## src/rtl/rob_multiway.sv

```systemverilog
// rob_multiway: multi-lane reorder buffer. Dispatches up to WIDTH entries per
// cycle at the tail, marks entries complete by index, and retires up to WIDTH
// completed entries per cycle from the head in program order.
// Optional feature macro: ROB_FLUSH_EN adds a flush port that squashes every
// in-flight entry at the next edge.
module rob_multiway #(
  parameter int DEPTH = 32,
  parameter int WIDTH = 2,
  parameter int TAG_W = 7,
  localparam int IDX_W = $clog2(DEPTH)
) (
  input  logic                            clock,
  input  logic                            reset,
  input  logic [WIDTH-1:0]                disp_valid,
  input  logic [WIDTH-1:0][TAG_W:0]       disp_t,
  input  logic [WIDTH-1:0][TAG_W:0]       disp_t_old,
  output logic [WIDTH-1:0][IDX_W-1:0]     disp_idx,
  output logic [IDX_W:0]                  free_count,
  output logic                            disp_accept,
  input  logic [WIDTH-1:0]                cmpl_en,
  input  logic [WIDTH-1:0][IDX_W-1:0]     cmpl_idx,
  output logic [WIDTH-1:0]                retire_valid,
  output logic [WIDTH-1:0][TAG_W:0]       retire_t,
  output logic [WIDTH-1:0][TAG_W:0]       retire_t_old
`ifdef ROB_FLUSH_EN
  ,
  input  logic                            flush
`endif
);

  localparam logic [IDX_W:0] DEPTH_C = (IDX_W+1)'(DEPTH);

  logic [TAG_W:0]   t_q     [DEPTH];
  logic [TAG_W:0]   t_old_q [DEPTH];
  logic [DEPTH-1:0] cmpl_q, cmpl_d;
  logic [IDX_W-1:0] head_q, head_d, tail_q, tail_d;
  logic [IDX_W:0]   count_q, count_d, free_q, free_d;
  logic [IDX_W:0]   n_disp, n_ret;
  logic [IDX_W-1:0] ridx, coff;
  logic             chain, accept, flush_w;

`ifdef ROB_FLUSH_EN
  assign flush_w = flush;
`else
  assign flush_w = 1'b0;
`endif

  assign free_count  = free_q;
  assign disp_accept = accept;

  // Dispatch side: lane count, all-or-nothing acceptance and lane indices.
  always_comb begin
    n_disp = '0;
    for (int i = 0; i < WIDTH; i++) begin
      n_disp = n_disp + (IDX_W+1)'(disp_valid[i]);
      disp_idx[i] = tail_q + IDX_W'(i);
    end
    // Free space deliberately excludes this cycle's retires.
    accept = !flush_w && (n_disp <= free_q);
  end

  // Retire side: longest complete prefix starting at the head.
  always_comb begin
    chain        = 1'b1;
    n_ret        = '0;
    ridx         = '0;
    retire_valid = '0;
    retire_t     = '0;
    retire_t_old = '0;
    for (int k = 0; k < WIDTH; k++) begin
      ridx  = head_q + IDX_W'(k);
      chain = chain && ((IDX_W+1)'(k) < count_q) && cmpl_q[ridx];
      retire_valid[k] = chain;
      if (chain) begin
        retire_t[k]     = t_q[ridx];
        retire_t_old[k] = t_old_q[ridx];
      end
      n_ret = n_ret + (IDX_W+1)'(chain);
    end
  end

  // Next state of pointers, occupancy and complete bits.
  always_comb begin
    cmpl_d  = cmpl_q;
    coff    = '0;
    head_d  = head_q + n_ret[IDX_W-1:0];
    tail_d  = accept ? tail_q + n_disp[IDX_W-1:0] : tail_q;
    count_d = count_q + (accept ? n_disp : '0) - n_ret;
    if (!flush_w) begin
      for (int i = 0; i < WIDTH; i++) begin
        // Only entries between head and head+count are live.
        coff = cmpl_idx[i] - head_q;
        if (cmpl_en[i] && ({1'b0, coff} < count_q))
          cmpl_d[cmpl_idx[i]] = 1'b1;
      end
    end
    // Applied after completions so a colliding dispatch leaves the entry incomplete.
    for (int i = 0; i < WIDTH; i++) begin
      if (accept && disp_valid[i])
        cmpl_d[disp_idx[i]] = 1'b0;
    end
    if (flush_w) begin
      head_d  = '0;
      tail_d  = '0;
      count_d = '0;
      cmpl_d  = '0;
    end
    free_d = DEPTH_C - count_d;
  end

  // Control state registers.
  always_ff @(posedge clock) begin
    if (reset) begin
      head_q  <= '0;
      tail_q  <= '0;
      count_q <= '0;
      free_q  <= DEPTH_C;
      cmpl_q  <= '0;
    end else begin
      head_q  <= head_d;
      tail_q  <= tail_d;
      count_q <= count_d;
      free_q  <= free_d;
      cmpl_q  <= cmpl_d;
    end
  end

  // Tag storage, written only by accepted dispatch lanes.
  always_ff @(posedge clock) begin
    for (int i = 0; i < WIDTH; i++) begin
      if (accept && disp_valid[i]) begin
        t_q[disp_idx[i]]     <= disp_t[i];
        t_old_q[disp_idx[i]] <= disp_t_old[i];
      end
    end
  end

endmodule

```

## config.mk

```make
export PLATFORM = sky130hd
export DESIGN_NAME = rob_multiway
export DESIGN_NICKNAME = d
export VERILOG_FILES = /design/src/rtl/rob_multiway.sv
export SDC_FILE = /design/constraint.sdc
export NUM_CORES = 1
export LEC_CHECK = 0
export BUFFER_PORTS_ARGS = -buffer_cell sky130_fd_sc_hd__buf_2
export CAP_MARGIN = 20
export CORE_ASPECT_RATIO = 0.5
export CORE_MARGIN = 2
export CORE_UTILIZATION = 35
export DETAILED_ROUTE_END_ITERATION = 6
export GPL_TIMING_DRIVEN = 0
export PLACE_DENSITY = 0.52
export SLEW_MARGIN = 20
export SYNTH_ARGS = -nofsm -noshare
export SYNTH_HDL_FRONTEND = slang
export SYNTH_SLANG_ARGS = --single-unit
export TNS_END_PERCENT = 10
```

## constraint.sdc

```tcl
create_clock -name clock -period 7.7 [get_ports clock]
set_clock_uncertainty 0.1 [all_clocks]
set_input_delay 0.385 -clock clock [delete_from_list [all_inputs] [get_ports clock]]
set_output_delay 0.385 -clock clock [all_outputs]
set_load 0.005 [all_outputs]
```

==> metrics.yaml <==
power_and_ir_drop:
  p_sw_share_pct: 34.6
  p_sw_mw: 3.36
  ir_drop_mv: 0.183
  p_comb_share_pct: 32.8
  pwr-share-seq_pct: 37.4
  p_int_mw: 6.35
  p_leak_nw: 12.9
  p_clk_share_pct: 29.7
  power.density_nw_per_um2: 250
synthesis:
  synth_ff_type: "edfxtp_1"
  synth_area_um2: 34700
  syn_area_per_cell_um2: 15.2
  synth_cell_types: 57
  ys_ff_latch: 565
  ys_seq_area_share_pct: 47.4
  synth.most_common_cell: "mux2_1"
  async_flop_share_pct: 0
  ys.warnings.count: 0
  synth_top_area_share_pct: 44.3
  synth_top_area_cell: "edfxtp_1"
  synth.area.top_cells: "edfxtp_1, mux4_2, mux2_1"
  synthTopCellsByCount: "mux2_1, edfxtp_1, mux4_2"
  synth_edf_count: 512
  synth_nets: 2379
  synth_cells: 2284
sta:
  post-route-period-util_pct: 70.1
  drv_slew: 0
  slew_headroom_pct: 15.8
  rsz0062_at_grt: "false"
  finalSetupTns_ps: 0
  finalSetupViolCount: 0
  layout_min_cycle_time_ps: 5400
  hold_viol_final: 0
  fmax_mhz: 185
  worst_pin_slew_ps: 1260
floorplan:
  die_width_um: 449
  io_pins: 99
  dieArea_um2: 102000
  row_count: 81
  die_y_um: 227
  core_area_um2: 98000
  start_util_pct: 35.4
routing:
  routed_via_density: 6.30
  via_count: 24200
  wl_per_cell_um: 37.4
  first_pass_iters: 5
  wl_mm: 143
  drt-initial-drc-count: 3703
  drcViolationCount: 0
  antenna_left: 0
layout:
  layout-drive-gt1-share_pct: 25.6
  multi_input_area_um2: 16800
  fillerInstances: 9140
  ff_latch_area_um2: 16400
  nNetsFinal: 2545
  area_delta_synth_final_pct: 12.0
  final_area_um2: 38900
worst_setup_path:
  crit_type: "reg -> reg"
  rr_startpoint: "head_q[0]$_SDFF_PP0_"
  startpoint: "head_q[0]$_SDFF_PP0_"
  crit_arrival_ps: 5830
  path_max_fanout: 11
  endpoint_kind: "flip-flop"
  start_kind: "flip-flop"
  cp.required_ps: 8130
min_path:
  min_from: "disp_t[1]"
  worstHoldPathType: "in -> reg"
global_routing:
  antenna_found_initial: 19
  track_usage_pct: 27.8
  overflow: 0
  grt_pass1_vias: 22800
  grt_max_degree: 18
  grt_pass1_wl_mm: 193
clocking:
  cts_buffers: 59
  cts_buffer_depth: 3
  clk_latency_ps: 650
  h-tree-depth: 2
  root_buffer: "clkbuf_16"
  cts_tree: "yes"
  clk_pin_slew_worst_paths_ps: 60
  cts_resized: 0
  cts.sinks: 565
place:
  numPortBuffers: 97
  place_congestion: 0.980
  hpwl_mm: 102
  placed_area_um2: 36900
run:
  maxCapViolCount: 0
run_status:
  status: "complete, no violations"
-- repair_timing --
| action | CTS | global route |
|---|---|---|
| endpoints found under the hold margin | 8 | 0 |
| endpoints found under the setup margin | 0 | 0 |
| buffers inserted | 0 | 0 |
| hold buffers | 4 | 0 |
-- power groups by stage --
stage	Sequential, mW	Clock, mW	Combinational, mW
after CTS	3.64	2.89	3.07
after global routing	3.65	3.00	3.31
final	3.64	2.89	3.19
after global placement	3.70	0	3.03
after detailed placement	3.70	0	3.05
after floorplan	3.66	0	1.93
-- path summary, 6_finish.rpt --
kind / endpoint / slack [ps] / cells past startpoint
max reg2reg: free_count[5]$_SDFF_PP1_ / 2300 / 19
min: t_q[15][1]$_DFFE_PP_ / 40 / 2
min reg2reg: cmpl_q[16]$_SDFF_PP0_ / 470 / 2
max: free_count[5]$_SDFF_PP1_ / 2300 / 19
-- metal layers --
metal  track usage [%]  share of wire, %  wire [µm]  vias up
met3              10.1                13      19100      237
met5                 0            0.0098         14        -
li1                  -                 -          -     9487
met1              40.5                44      62800    12800
met4              7.52               2.8       3980        4
met2              38.4                40      57500     1602
-- through the flow --
step / power, mW / utilization, % / hold WS (ps) / cells / setup slack [ps]
floorplan: 5.59 / - / 403 / 2284 / 3550
global placement: 6.73 / 37.6 / 438 / 3709 / 2480
detailed placement: 6.75 / 37.6 / 448 / 3710 / 2450
CTS: 9.59 / 39.6 / 3.53 / 3821 / 2400
global route: 9.96 / 39.6 / 44.0 / 3824 / 2040
finish: 9.71 / 39.6 / 42.5 / 3835 / 2300
-- layout by cell type (no fill, tap or decap), drive strengths merged, types with 8 or more instances in the layout --
cell    count
a21oi      16
nor2b      13
mux2i     112
edfxtp    512
xnor2      20
nand2     133
mux4      280
clkinv     15
ha         41
buf       212
a21o       28
nand3      22
mux2      514
nor3       39
inv        34
xor2        8
diode      11
clkbuf    225
a221oi     32
and3       22
nor2       80
dfxtp      53
nand2b      8
a32oi      32
-- cell families (layout without fill, tap and decap cells) --
logic type               count (synthesis)  count (layout)  synth area share [%]
multiplexers                           906             906                  38.1
AND/OR/NAND/NOR                        333             333                  4.73
other                                    0              11                     0
buffers and inverters                  279             491                  4.26
adder cells (fa/ha/maj)                 47              47                  1.82
AO/OA/AOI/OAI                          126             126                  2.95
XOR/XNOR                                28              28                 0.772
flip-flops                             565             565                  47.4
-- final cells by class --
cell class	count	share of cell area (%)
clock buffer	87	4.40
buffer	249	3.53
sequential	565	42.3
multi-input combinational	1440	43.3
timing repair buffer	105	1.48
inverter	30	0.290
tap	1328	4.28
clock inverter	20	0.325
antenna	11	0.0708
-- worst max-delay path: stages (launching register included) --
cell	delay, ps
dfxtp_1	480
buf_4	280
nand3_2	150
xnor2_2	710
nand2_1	130
nand3_1	120
nand3_1	160
a2111oi_4	550
buf_4	300
ha_1	320
ha_1	300
inv_1	70
ha_1	160
inv_1	60
fa_1	460
xor2_1	320
and3_1	250
nand3_1	120
xnor2_1	170
nand2b_1	70
-- registers in the layout, summed over array words and instances (netlist names) --
signal / cells
free_count: 5
cmpl_q: 32
t_q: 256
tail_q: 5
head_q: 5
count_q: 6
t_old_q: 256
(Power assumes the default switching activity.)
